--- config.mk ---
export PLATFORM = sky130hd
export DESIGN_NAME = ext_add_accum
export DESIGN_NICKNAME = d
export VERILOG_FILES = /design/src/rtl/ext_add_accum.sv
export SDC_FILE = /design/constraint.sdc
export NUM_CORES = 1
export LEC_CHECK = 0
export ABC_CLOCK_PERIOD_IN_PS = 2610
export CAP_MARGIN = 20
export CELL_PAD_IN_SITES_DETAIL_PLACEMENT = 2
export CELL_PAD_IN_SITES_GLOBAL_PLACEMENT = 2
export CORE_MARGIN = 10
export CORE_UTILIZATION = 33
export CTS_BUF_LIST = sky130_fd_sc_hd__clkbuf_16
export DETAILED_ROUTE_END_ITERATION = 10
export PLACE_DENSITY = 0.78
export SKIP_CTS_REPAIR_TIMING = 1
export SYNTH_ARGS = -nofsm -noshare
export SYNTH_HDL_FRONTEND = slang
export SYNTH_SLANG_ARGS = --single-unit
--- constraint.sdc ---
create_clock -name clk -period 2.61 [get_ports clk]
set_clock_uncertainty 0.15 [all_clocks]
set_input_delay 0.522 -clock clk [delete_from_list [all_inputs] [get_ports clk]]
set_output_delay 0.522 -clock clk [all_outputs]
set_load 0.01 [all_outputs]
--- src/rtl/ext_add_accum.sv ---
// ext_add_accum: frame accumulator. Each accepted beat forms a B_WIDTH-bit wrapped sum of
// ext(in_a) + in_b, extends it to ACC_WIDTH and adds it into the frame total. After COUNT
// beats the total is offered on a valid/ready output and held until it is taken.
//
// Optional feature macro: EXT_ADD_ACCUM_SIGNED_EN
//   defined   : in_signed (sampled on the first beat) selects sign-extension and signed overflow
//   undefined : every frame is unsigned (zero-extension, carry overflow), out_signed tied 0
//
// Ports:
//   clk, rst_n           clock (rising edge), asynchronous active-low reset
//   in_valid, in_ready   input beat handshake
//   in_a [A_WIDTH]       operand a
//   in_b [B_WIDTH]       operand b
//   in_signed            frame signedness, first beat only
//   out_valid, out_ready result handshake
//   out_sum [ACC_WIDTH]  frame total
//   out_ovf              sticky overflow for the frame
//   out_signed           signedness used for the frame
module ext_add_accum #(
  parameter int unsigned A_WIDTH   = 15,
  parameter int unsigned B_WIDTH   = 16,
  parameter int unsigned ACC_WIDTH = 17,
  parameter int unsigned COUNT     = 4
) (
  input  logic                 clk,
  input  logic                 rst_n,
  input  logic                 in_valid,
  output logic                 in_ready,
  input  logic [A_WIDTH-1:0]   in_a,
  input  logic [B_WIDTH-1:0]   in_b,
  input  logic                 in_signed,
  output logic                 out_valid,
  input  logic                 out_ready,
  output logic [ACC_WIDTH-1:0] out_sum,
  output logic                 out_ovf,
  output logic                 out_signed
);

  localparam int unsigned CntW = $clog2(COUNT + 1);

  typedef enum logic [1:0] {StIdle, StAccum, StDone} state_e;

  state_e               state_q;
  logic [ACC_WIDTH-1:0] acc_q;
  logic [CntW-1:0]      cnt_q;
  logic                 ovf_q;
  logic                 sgn_q;
  logic                 in_ready_q;
  logic                 out_valid_q;
  logic [ACC_WIDTH-1:0] out_sum_q;
  logic                 out_ovf_q;
  logic                 out_signed_q;

  logic                 accept;
  logic                 frame_sgn;
  logic [B_WIDTH-1:0]   a_ext;
  logic [B_WIDTH-1:0]   t16;
  logic [ACC_WIDTH-1:0] term;
  logic [ACC_WIDTH:0]   sum_full;
  logic [ACC_WIDTH-1:0] sum;
  logic                 ovf_beat;
  logic                 ovf_nxt;
  logic [CntW-1:0]      cnt_nxt;

  assign accept = in_valid && in_ready_q;

`ifdef EXT_ADD_ACCUM_SIGNED_EN
  // Signedness is latched on the first beat; later beats reuse the stored flag.
  assign frame_sgn = (state_q == StIdle) ? in_signed : sgn_q;
`else
  logic unused_in_signed;
  assign unused_in_signed = in_signed;
  assign frame_sgn        = 1'b0;
`endif

  always_comb begin
    a_ext = '0;
    term  = '0;
    if (frame_sgn) begin
      a_ext = {{(B_WIDTH - A_WIDTH){in_a[A_WIDTH-1]}}, in_a};
    end else begin
      a_ext = {{(B_WIDTH - A_WIDTH){1'b0}}, in_a};
    end
    // Carry out of the B_WIDTH sum is intentionally dropped.
    t16 = a_ext + in_b;
    if (frame_sgn) begin
      term = {{(ACC_WIDTH - B_WIDTH){t16[B_WIDTH-1]}}, t16};
    end else begin
      term = {{(ACC_WIDTH - B_WIDTH){1'b0}}, t16};
    end
    sum_full = {1'b0, acc_q} + {1'b0, term};
    sum      = sum_full[ACC_WIDTH-1:0];
    if (frame_sgn) begin
      ovf_beat = (acc_q[ACC_WIDTH-1] == term[ACC_WIDTH-1]) &&
                 (sum[ACC_WIDTH-1] != acc_q[ACC_WIDTH-1]);
    end else begin
      ovf_beat = sum_full[ACC_WIDTH];
    end
    ovf_nxt = ovf_q | ovf_beat;
    cnt_nxt = cnt_q + CntW'(1);
  end

  always_ff @(posedge clk or negedge rst_n) begin
    if (!rst_n) begin
      state_q      <= StIdle;
      acc_q        <= '0;
      cnt_q        <= '0;
      ovf_q        <= 1'b0;
      sgn_q        <= 1'b0;
      in_ready_q   <= 1'b0;
      out_valid_q  <= 1'b0;
      out_sum_q    <= '0;
      out_ovf_q    <= 1'b0;
      out_signed_q <= 1'b0;
    end else begin
      case (state_q)
        StIdle: begin
          in_ready_q <= 1'b1;
          if (accept) begin
            acc_q <= term;
            cnt_q <= CntW'(1);
            ovf_q <= 1'b0;
            sgn_q <= frame_sgn;
            if (COUNT == 1) begin
              state_q      <= StDone;
              in_ready_q   <= 1'b0;
              out_valid_q  <= 1'b1;
              out_sum_q    <= term;
              out_ovf_q    <= 1'b0;
              out_signed_q <= frame_sgn;
            end else begin
              state_q <= StAccum;
            end
          end
        end
        StAccum: begin
          if (accept) begin
            acc_q <= sum;
            cnt_q <= cnt_nxt;
            ovf_q <= ovf_nxt;
            if (cnt_nxt == CntW'(COUNT)) begin
              state_q      <= StDone;
              in_ready_q   <= 1'b0;
              out_valid_q  <= 1'b1;
              out_sum_q    <= sum;
              out_ovf_q    <= ovf_nxt;
              out_signed_q <= sgn_q;
            end
          end
        end
        StDone: begin
          if (out_ready) begin
            state_q      <= StIdle;
            in_ready_q   <= 1'b1;
            out_valid_q  <= 1'b0;
            out_sum_q    <= '0;
            out_ovf_q    <= 1'b0;
            out_signed_q <= 1'b0;
          end
        end
        default: state_q <= StIdle;
      endcase
    end
  end

  assign in_ready   = in_ready_q;
  assign out_valid  = out_valid_q;
  assign out_sum    = out_sum_q;
  assign out_ovf    = out_ovf_q;
  assign out_signed = out_signed_q;

endmodule

==> results of run 1 <==
-- metrics by stage --
stage,utilization,hold WS [ns],area [sq um]
2_1_floorplan,-,0.07641,3323
3_3_place_gp,0.4870,0.3089,4564
3_5_place_dp,0.4870,0.3084,4564
4_1_cts,0.5076,-0.001635,4757
-- cell families after synthesis --
| group | synth area share |
|---|---|
| xor gates and xnor gates | 0.07632 |
| other | 0.001167 |
| adders and majority gates | 0.1410 |
| and+or+nand+nor | 0.1480 |
| AOI/OAI and AO/OA | 0.2660 |
| muxes | 0.006231 |
| buffers and inverters | 0.02648 |
| DFF | 0.3349 |
-- cells in the mapped netlist (all sizes together), types with 4 or more instances --
cell type | number | area (sq um)
ha | 33 | 412.9
nand3 | 6 | 30.03
o21ai | 26 | 130.1
and3 | 5 | 31.28
xor2 | 10 | 87.58
nand2 | 43 | 161.4
nor2 | 29 | 111.4
a21oi | 30 | 168.9
a22o | 15 | 131.4
nand4 | 7 | 50.05
dfrtp | 43 | 1076
a22oi | 9 | 67.56
o211ai | 5 | 52.55
a21o | 10 | 75.07
xnor2 | 18 | 157.7
nand2b | 4 | 25.02
clkbuf | 8 | 30.03
a31oi | 5 | 31.28
inv | 10 | 37.54
==> impl_metrics.toml, run 1 <==
[place]
place_congestion = 0.8279
dpl_worst_slack_ns = -1.678
io_buffer_count = 54
placed_cells = 603
dp_hpwl_microns = 9954

[synth]
seq_area_frac_synth = 0.3349
ys_warn_count = 0
synth_area_sq_mm = 0.003213
syn_inst = 352
ys.flop_type = "dfrtp_1"
synth_edf_count = 0
synth-seq-cells = 43
async_flop_share = 1.000
avgSynthCellArea_sq_um = 9.128
synth_nets = 423
synth.distinct_cells = 50

[floorplanning]
initial_core_util = 0.3429
die_y_microns = 118.7
placementRows = 35
fp.dieW_microns = 118.7
top_level_ports = 57

[grt]
antenna_found_initial = 1
grt_max_degree = 19

[clock_tree]
cts_buffer_depth = 2
htree_levels = 2
cts.sinks = 43
cts_root_buf = "clkbuf_16"
numCtsBuffers = 5

[outcome]
error_message = "[ERROR DPL-0033] detailed placement checks failed during check placement."
status = "did not finish"
lastStage = "global routing"

[timing]
crit_endpoint = "acc_q[16]$_DFFE_PN0P_/D"
worst_endpoint_kind = "register data pin"
==> inputs of run 2 (changes only) <==
==> config.mk (replaced) <==
export PLATFORM = sky130hd
export DESIGN_NAME = ext_add_accum
export DESIGN_NICKNAME = d
export VERILOG_FILES = /design/src/rtl/ext_add_accum.sv
export SDC_FILE = /design/constraint.sdc
export NUM_CORES = 1
export LEC_CHECK = 0
export ABC_CLOCK_PERIOD_IN_PS = 2610
export CAP_MARGIN = 20
export CORE_MARGIN = 10
export CORE_UTILIZATION = 35
export DETAILED_ROUTE_END_ITERATION = 10
export PLACE_DENSITY_LB_ADDON = 0.15
export SKIP_CTS_REPAIR_TIMING = 1
export SYNTH_ARGS = -nofsm -noshare
export SYNTH_HDL_FRONTEND = slang
export SYNTH_SLANG_ARGS = --single-unit
==> run 2 against run 1 <==
The flow now finishes, with violations (hold timing, setup timing). Area after synthesis unchanged. Synthesized cell count unchanged.
==> impl_metrics.toml, run 2 <==
[timing]
final.setup.worst_slack_ns = -0.8111
hold_viol_final = 3
holdWs_ns = -0.001870
rsz0062_at_grt = "yes"
fmax_mhz = 292.3
post-route-period-util = 1.311
period_needed_ns = 3.421
slew_violations = 0
final-setup-viol-count = 26

[synth]
synth_top_area_share = 0.3349
yosysTopAreaCell = "dfrtp_1"
ys_warn_count = 0
synth_edf_count = 0
ys.flop_type = "dfrtp_1"
seq_area_frac_synth = 0.3349
synth_nets = 423
synth.distinct_cells = 50
synth_area_sq_mm = 0.003213
synth-seq-cells = 43
syn_inst = 352
async_flop_share = 1.000
synth_area_leaders = "dfrtp_1, ha_1, nand2_1, xnor2_1, a22o_1"
netlist_top_cells_count = "dfrtp_1, nand2_1, ha_1, nor2_1, a21oi_1"
avgSynthCellArea_sq_um = 9.128

[place]
place_congestion = 0.9038
io_buffer_count = 54
dp_hpwl_microns = 7274
placement.cell_area_sq_mm = 0.004516
placed_cells = 579

[route]
vias_per_cell = 5.221
met3_length_microns = 485
drc_errors = 0
met2WireLength_microns = 4587
met1_length_microns = 4354
vias = 3138
top_layer = "met4"
first_pass_iters = 4
wl_microns = 9578
wl_per_cell_microns = 15.94
antenna_left = 0
dr.first_iter.drc_count = 144

[clock_tree]
cts_buffer_depth = 2
htree_levels = 2
cts_tree = "done"
cts_root_buf = "clkbuf_8"
clk_latency_ns = 0.29
numCtsBuffers = 5
path_clk_slew_ns = 0.09
cts.sinks = 43

[floorplanning]
initial_core_util = 0.3631
die_y_microns = 115.8
top_level_ports = 57
fp.dieW_microns = 115.8
core_area_sq_mm = 0.008848
placementRows = 34
dieArea_sq_mm = 0.01341

[grt]
grt_usage = 0.1325
grt_max_degree = 20
grt-ovfl-total = 0
grt_first_pass_wirelength_microns = 14610
grt_pass1_vias = 3128
antenna_found_initial = 0

[worst_setup_path]
setup.worst_path.class = "input pin to register"
required_ns = 2.68
crit_arrival_ns = 3.49
reg2reg_from = "acc_q[0]"
cp-start-kind = "input pin"
r2r_slack_ns = 0.18
r2r_end = "out_sum[16]"
worst-path-max-fanout = 5
worstRegToRegCells = 10
end_kind = "register"

[finish]
seq_area_sq_mm = 0.001076
layout.nets = 563
n_antenna_cell = 0
fin_util = 0.5953
multi_input_area_sq_mm = 0.002635
final_cell_mix = "buf_4, dfrtp_1, nand2_1, clkdlybuf4s50_1, nor2_1"
layout_commonest_cell = "buf_4"
syn2layout_area_growth_pct = 63.94
instances_no_fill = 601
drive_gt1_frac = 0.3915
stdcell_area_sq_mm = 0.005268
fill_cells = 774

[outcome]
status = "finished, violations left"
violations = "hold timing, setup timing"

[power]
peakVddDrop_v = 0.0003839
pwr_density_cell_mw_per_mm2 = 1174
power_uw = 6183
p_leak_uw = 0.002484

[worst_hold_path]
min_path_type = "input pin to async pin"

[flow_run]
cap_violations = 0
[run 2: logic make-up (layout without fill, tap and decap cells)]
family | after synthesis | in the layout | share of synthesized area
AO/OA/AOI/OAI | 118 | 118 | 0.2660
other | 1 | 1 | 0.001167
adder cells (fa/ha/maj) | 35 | 35 | 0.1410
AND/OR/NAND/NOR | 104 | 104 | 0.1480
multiplexers | 2 | 2 | 0.006231
flip-flops | 43 | 43 | 0.3349
buffers and inverters | 21 | 162 | 0.02648
XOR/XNOR | 28 | 28 | 0.07632
[run 2: worst max-delay path, stage by stage]
cell and delay (ns):
buf_6 0.10, ha_4 0.15, fa_2 0.36, a21oi_4 0.17, o211ai_1 0.13, a21oi_2 0.21
o21a_1 0.19, buf_6 0.13, xnor2_4 0.12, ha_4 0.24, and3_4 0.17, o211ai_4 0.08
o211ai_2 0.13, a311o_1 0.40, or2_0 0.22, a31oi_1 0.15
[run 2: worst max-delay path by stage]
stage	startpoint	slack, ns	endpoint	cells after the start
floorplan	in_a[0]	-0.78	acc_q[16]	14
global placement	in_a[0]	-1.45	acc_q[16]	15
detailed placement	in_a[0]	-1.50	out_sum[11]	15
CTS	in_a[0]	-1.20	acc_q[16]	15
global route	in_b[0]	-0.91	acc_q[16]	16
finish	in_b[0]	-0.81	acc_q[16]	16
[run 2: cell type report]
class                   instances  share of cell area
inverters                      10            0.007126
well taps                     108             0.02565
multi-input cells             288              0.5002
clock inverters                 3            0.008314
flip-flops and latches         43              0.2043
clock buffers                   5             0.01306
repair buffers                144              0.2413
[run 2: metrics by stage]
stage	hold slack, ns	TNS, ns	setup slack (ns)
final	-0.001870	-14.81	-0.8111
after global routing	0.01991	-17.86	-0.9107
after CTS	0.01327	-27.81	-1.202
after detailed placement	0.3162	-37.56	-1.498
after global placement	0.3100	-36.39	-1.450
after floorplan	0.07641	-12.72	-0.7814
[run 2: power by group]
group / internal (uW) / switching (uW)
logic: 2290 / 2170
registers: 963 / 231
clock network: 285 / 243
total: 3540 / 2640
[run 2: per-layer routing]
layer	vias to the layer above	track usage
met5	-	0
met4	0	0.03837
met3	14	0.02584
met2	73	0.2245
met1	1487	0.1672
li1	1564	-
(Power assumes the default switching activity.)
